**src/rtl/jkff_bank.sv**
```systemverilog
// Bank of independent falling-edge flip-flops, each bit acting as JK, D, T or SR
// according to a shared mode, with a sticky illegal-SR flag and a saturating bit-change counter.
module jkff_bank #(
    parameter int unsigned         WIDTH     = 8,
    parameter logic [WIDTH-1:0]    RESET_VAL = '0,
    parameter int unsigned         CNT_W     = 16
) (
    input  logic             clk,
    input  logic             rst_n,
    input  logic             en,
    input  logic [1:0]       mode,
    input  logic [WIDTH-1:0] j,
    input  logic [WIDTH-1:0] k,
    input  logic             err_clr,
    output logic [WIDTH-1:0] q,
    output logic [WIDTH-1:0] qbar,
    output logic             err,
    output logic [CNT_W-1:0] chg_cnt
);

    localparam int unsigned POP_W = $clog2(WIDTH + 1);

    localparam logic [1:0] MODE_JK = 2'b00;
    localparam logic [1:0] MODE_D  = 2'b01;
    localparam logic [1:0] MODE_T  = 2'b10;

    logic [WIDTH-1:0] r_q;
    logic [WIDTH-1:0] r_qbar;
    logic             r_err;
    logic [CNT_W-1:0] r_cnt;

    logic [WIDTH-1:0] w_q_next;
    logic             w_illegal;
    logic [WIDTH-1:0] w_diff;
    logic [POP_W-1:0] w_pop;
    logic [CNT_W:0]   w_sum;
    logic [CNT_W-1:0] w_cnt_next;

    // Per-bit next state; an S=R=1 bit holds and only raises the illegal flag.
    always_comb begin
        w_q_next  = r_q;
        w_illegal = 1'b0;
        for (int i = 0; i < WIDTH; i++) begin
            case (mode)
                MODE_JK: begin
                    case ({j[i], k[i]})
                        2'b01:   w_q_next[i] = 1'b0;
                        2'b10:   w_q_next[i] = 1'b1;
                        2'b11:   w_q_next[i] = ~r_q[i];
                        default: w_q_next[i] = r_q[i];
                    endcase
                end
                MODE_D:  w_q_next[i] = j[i];
                MODE_T:  w_q_next[i] = r_q[i] ^ j[i];
                default: begin
                    case ({j[i], k[i]})
                        2'b01:   w_q_next[i] = 1'b0;
                        2'b10:   w_q_next[i] = 1'b1;
                        2'b11: begin
                            w_q_next[i] = r_q[i];
                            w_illegal   = 1'b1;
                        end
                        default: w_q_next[i] = r_q[i];
                    endcase
                end
            endcase
        end
    end

    // Count of bits that change on this edge, added with saturation.
    always_comb begin
        w_diff = r_q ^ w_q_next;
        w_pop  = '0;
        for (int i = 0; i < WIDTH; i++) begin
            w_pop = w_pop + POP_W'(w_diff[i]);
        end
        w_sum      = {1'b0, r_cnt} + (CNT_W + 1)'(w_pop);
        w_cnt_next = w_sum[CNT_W] ? {CNT_W{1'b1}} : w_sum[CNT_W-1:0];
    end

    always_ff @(negedge clk or negedge rst_n) begin
        if (!rst_n) begin
            r_q    <= RESET_VAL;
            r_qbar <= ~RESET_VAL;
            r_err  <= 1'b0;
            r_cnt  <= '0;
        end else begin
            if (en) begin
                r_q    <= w_q_next;
                r_qbar <= ~w_q_next;
                r_cnt  <= w_cnt_next;
            end
            // Setting by an illegal SR edge takes priority over clearing.
            if (en && w_illegal) begin
                r_err <= 1'b1;
            end else if (err_clr) begin
                r_err <= 1'b0;
            end
        end
    end

    assign q       = r_q;
    assign qbar    = r_qbar;
    assign err     = r_err;
    assign chg_cnt = r_cnt;

endmodule

```
**config.mk**
```make
export PLATFORM = sky130hd
export DESIGN_NAME = jkff_bank
export DESIGN_NICKNAME = d
export VERILOG_FILES = /design/src/rtl/jkff_bank.sv
export SDC_FILE = /design/constraint.sdc
export NUM_CORES = 1
export LEC_CHECK = 0
export CAP_MARGIN = 25
export CORE_ASPECT_RATIO = 1.1
export CORE_MARGIN = 3
export CORE_UTILIZATION = 35
export CTS_BUF_LIST = sky130_fd_sc_hd__clkbuf_4 sky130_fd_sc_hd__clkbuf_8
export DETAILED_ROUTE_END_ITERATION = 8
export PLACE_DENSITY_LB_ADDON = 0.1
export SETUP_SLACK_MARGIN = 0.4
export SLEW_MARGIN = 20
export SYNTH_ARGS = -nofsm -noshare
export SYNTH_HDL_FRONTEND = slang
export SYNTH_SLANG_ARGS = --single-unit
export TNS_END_PERCENT = 1
```
**constraint.sdc**
```tcl
create_clock -name clk -period 4.3 [get_ports clk]
set_input_delay 0.86 -clock clk [delete_from_list [all_inputs] [get_ports clk]]
set_output_delay 0.86 -clock clk [all_outputs]
set_load 0.005 [all_outputs]
```
==> run_results.csv <==
group,metric,value,unit
status,outcome,"finished, violations left",
status,violations,"negative setup slack",
synth,synth.area.top_cells,"dfrtn_1, ha_1, dfstp_2",
critical_path,crit_family,"adder cells",
clock_network,cts.sinks,33,
final_layout,syn_to_final_growth,44.7,%
synth,yosys.area.top_type_share,22.6,%
critical_path,crit_path_top_delay_cell,"fa_1",
placed_design,dp_hpwl,5400,microns
clock_network,clock_path_buffers,2,
synth,post_synth.cell_area_avg,9.22,sq um
critical_path,cpMostUsedCell,"fa_1",
critical_path,crit_buf_inv,4,
critical_path,critical_path.startpoint_type,"input port",
floorplan,die_y,99.4,microns
critical_path,endpoint_kind,"flop",
synth,synthAdderAreaFrac,13.5,%
final_layout,final_cell_mix,"buf_4, nand2_1, buf_2",
synth,synth_top_family_by_area,"compound AO/OA/AOI/OAI gates",
critical_path,required,2.26,ns
global_routing,grt_use_total,16.6,%
final_layout,layout.cells.non_filler,513,
floorplan,top_level_ports,55,
synth,yosys.area_share.simple,16.1,%
floorplan,core,7600,sq um
clock_network,cts_tree,"done",
route,drc,0,
final_layout,num_antenna_cells,0,
final_layout,layout-drive-gt1-share,40.9,%
synth,synth_compound_area_share,17.5,%
floorplan,fp-row-count,33,
route,routed_via_density,4.94,
placed_design,place_inst,496,
job,drv_cap,0,
placed_design,portBuffers,54,
final_layout,nets,456,
synth,netlist-cell-type-count,51,
placed_design,post-place-ws,-3.77,ns
route,wl_per_cell,14.3,microns
critical_path,cp.arrival,5.06,ns
timing,slew_headroom,70.6,%
clock_network,clockRootBuffer,"clkbuf_8",
floorplan,start_util,36.5,%
synth,yosysSeqAreaShare,30.1,%
power_and_ir_drop,leakagePower,1.93,nW
critical_path,cpPeakStageDelay,0.50,ns
synth,synthMuxAreaShare,10.6,%
synth,synth-edff-count,0,
synth,synth_nets,350,
critical_path,r2r-end,"chg_cnt[14]$_DFFE_NN0P_",
critical_path,crit_fanout,6,
synth,syn_area,2770,sq um
floorplan,dieWidth,90.9,microns
critical_path,worst_r2r_path_depth,16,
floorplan,die-area,9030,sq um
synth,synth-async-reset-ratio,100,%
route,wirelength,7330,microns
synth,ys_ff_latch,33,
route,first_pass_iters,4,
critical_path,path_class,"in -> reg",
global_routing,grt_pass1_wl,12200,microns
critical_path,ff2ff_setup_slack,-0.07,ns
global_routing,grt-ovfl-total,0,
synth,syn_inst,301,
clock_network,cts_made_buffers,5,
critical_path,startpoint,"k[0]",
clock_network,cts_hold_buf,0,
timing,hold_viol,0,
route,vias,2532,
hold_path,hold_depth,2,
timing,worst_slack,-2.80,ns
global_routing,grt_max_degree,34,
synth,yosys_warnings,0,
timing,worst_pin_slew,0.437,ns
hold_path,hp-start,"qbar[6]$_DFFE_NN1P_",
route,postRouteAntennaNets,0,
clock_network,clock_latency,0.34,ns
critical_path,path_cells,"buf_12 -> inv_12 -> ha_4 -> mux2i_4 -> xnor2_1 -> mux4_2 -> o31a_1 -> fa_1 -> fa_1 -> inv_2 -> fa_1 -> fa_2 -> inv_2 -> fa_2 -> a21o_1 -> a21oi_2 -> and3b_4 -> a31oi_1 -> a41oi_1",
timing,finalSetupViolCount,20,
power_and_ir_drop,ir_drop,0.378,mV
synth,synth_top_flop_cell,"dfrtn_1",
route,drt-initial-drc-count,79,
hold_path,hold_end,"qbar[6]$_DFFE_NN1P_",
synth,synth.largest_area_cell,"dfrtn_1",
global_routing,antenna_found_initial,0,
clock_network,clk_pin_slew,0.05,ns
timing,clock_skew,0.0492,ns
placed_design,gp_congestion,0.820,
global_routing,first_global_vias,2493,
clock_network,htreeDepth,2,
critical_path,timing.rr.start,"q[0]$_DFFE_NN0P_",
final_layout,layout_commonest_cell,"buf_4",
timing,grt_setup_unrepaired,"yes",
hold_path,hold_class,"reg -> reg",
timing,report.final.slew_viol_count,0,
power_and_ir_drop,power_density,490,nW/um^2
synth,synth-xor-area-share,4.42,%
[through the flow]
step | power (W) | hold slack (ns) | util (%) | instance area, sq um | TNS (ns)
after global placement | 0.00167 | 0.464 | 49.8 | 3780 | -67.92
after global routing | 0.00216 | 0.470 | 52.8 | 4010 | -46.89
after CTS | 0.00200 | 0.462 | 52.2 | 3960 | -47.28
after detailed placement | 0.00168 | 0.476 | 49.8 | 3780 | -69.17
final | 0.00197 | 0.460 | 52.8 | 4010 | -44.07
after floorplan | 0.00113 | 0.448 | - | 2800 | -46.97
[final cells by class]
| type | instances | area (sq um) |
|---|---|---|
| clock buffers | 5 | 68.8 |
| flip-flops and latches | 33 | 836 |
| multi-input cells | 225 | 1910 |
| well taps | 105 | 131 |
| inverters | 24 | 105 |
| repair buffers | 110 | 893 |
| clock inverters | 11 | 68.8 |
| fillers | 768 | 3580 |
[flip-flops by register name, summed over array words and instances, names as in the netlist]
signal / count
chg_cnt: 16
err: 1
q: 8
qbar: 8
[logic make-up (layout without fill, tap and decap cells)]
group                    count (synthesis)  count (layout)
multiplexers                            19              19
adder cells (fa/ha/maj)                 27              27
AO/OA/AOI/OAI                           74              74
flip-flops                              33              33
buffers and inverters                   44             150
XOR/XNOR                                14              14
AND/OR/NAND/NOR                         90              91
[routing by layer]
layer / share of wire, % / global-route usage, %
met5: 0 / 0
met4: 0.98 / 4.18
met3: 4.0 / 2.80
met2: 49 / 28.9
met1: 45 / 21.6
[worst register-to-register path, cell delays in order (launching register included)]
cell	delay (ns)
dfrtn_1	0.46
mux2i_4	0.09
xnor2_1	0.12
mux4_2	0.45
o31a_1	0.14
fa_1	0.48
fa_1	0.50
inv_2	0.04
fa_1	0.49
fa_2	0.22
inv_2	0.04
fa_2	0.34
a21o_1	0.18
a21oi_2	0.13
and3b_4	0.25
a31oi_1	0.19
a41oi_1	0.07
[where the power goes]
| group | switching [W] | internal [W] |
|---|---|---|
| Sequential | 0.0000643 | 0.000394 |
| Combinational | 0.000548 | 0.000646 |
| Clock | 0.000133 | 0.000179 |
| Total | 0.000746 | 0.00122 |
[synthesized netlist by cell type (all sizes together), types with 5 or more instances]
| cell | count |
|---|---|
| a21oi | 15 |
| clkbuf | 6 |
| mux2 | 8 |
| o21ai | 16 |
| nor2 | 25 |
| ha | 22 |
| o22ai | 5 |
| inv | 24 |
| o21a | 8 |
| xor2 | 6 |
| a31oi | 5 |
| a21o | 6 |
| nand3 | 8 |
| dfrtn | 25 |
| dfstp | 8 |
| nand2 | 34 |
| buf | 13 |
| fa | 5 |
| mux4 | 7 |
| xnor2 | 8 |
[what timing repair did]
| action | 4_1_cts | 5_1_grt |
|---|---|---|
| endpoints found under the setup margin | 66 | 56 |
| gates cloned | 1 | 0 |
| pin swaps | 25 | 11 |
| buffers inserted | 1 | 0 |
| gates resized for setup | 227 | 17 |
[worst max path at each step]
stage / to / slack [ns] / cells after the start
after CTS: chg_cnt[14]$_DFFE_NN0P_ / -2.98 / 19
after global routing: chg_cnt[14]$_DFFE_NN0P_ / -2.93 / 19
final: chg_cnt[14]$_DFFE_NN0P_ / -2.80 / 19
after global placement: chg_cnt[5]$_DFFE_NN0P_ / -3.69 / 19
after detailed placement: chg_cnt[3]$_DFFE_NN0P_ / -3.77 / 19
after floorplan: chg_cnt[0]$_DFFE_NN0P_ / -2.98 / 19
Note: power is estimated with default switching activity, not from simulation.
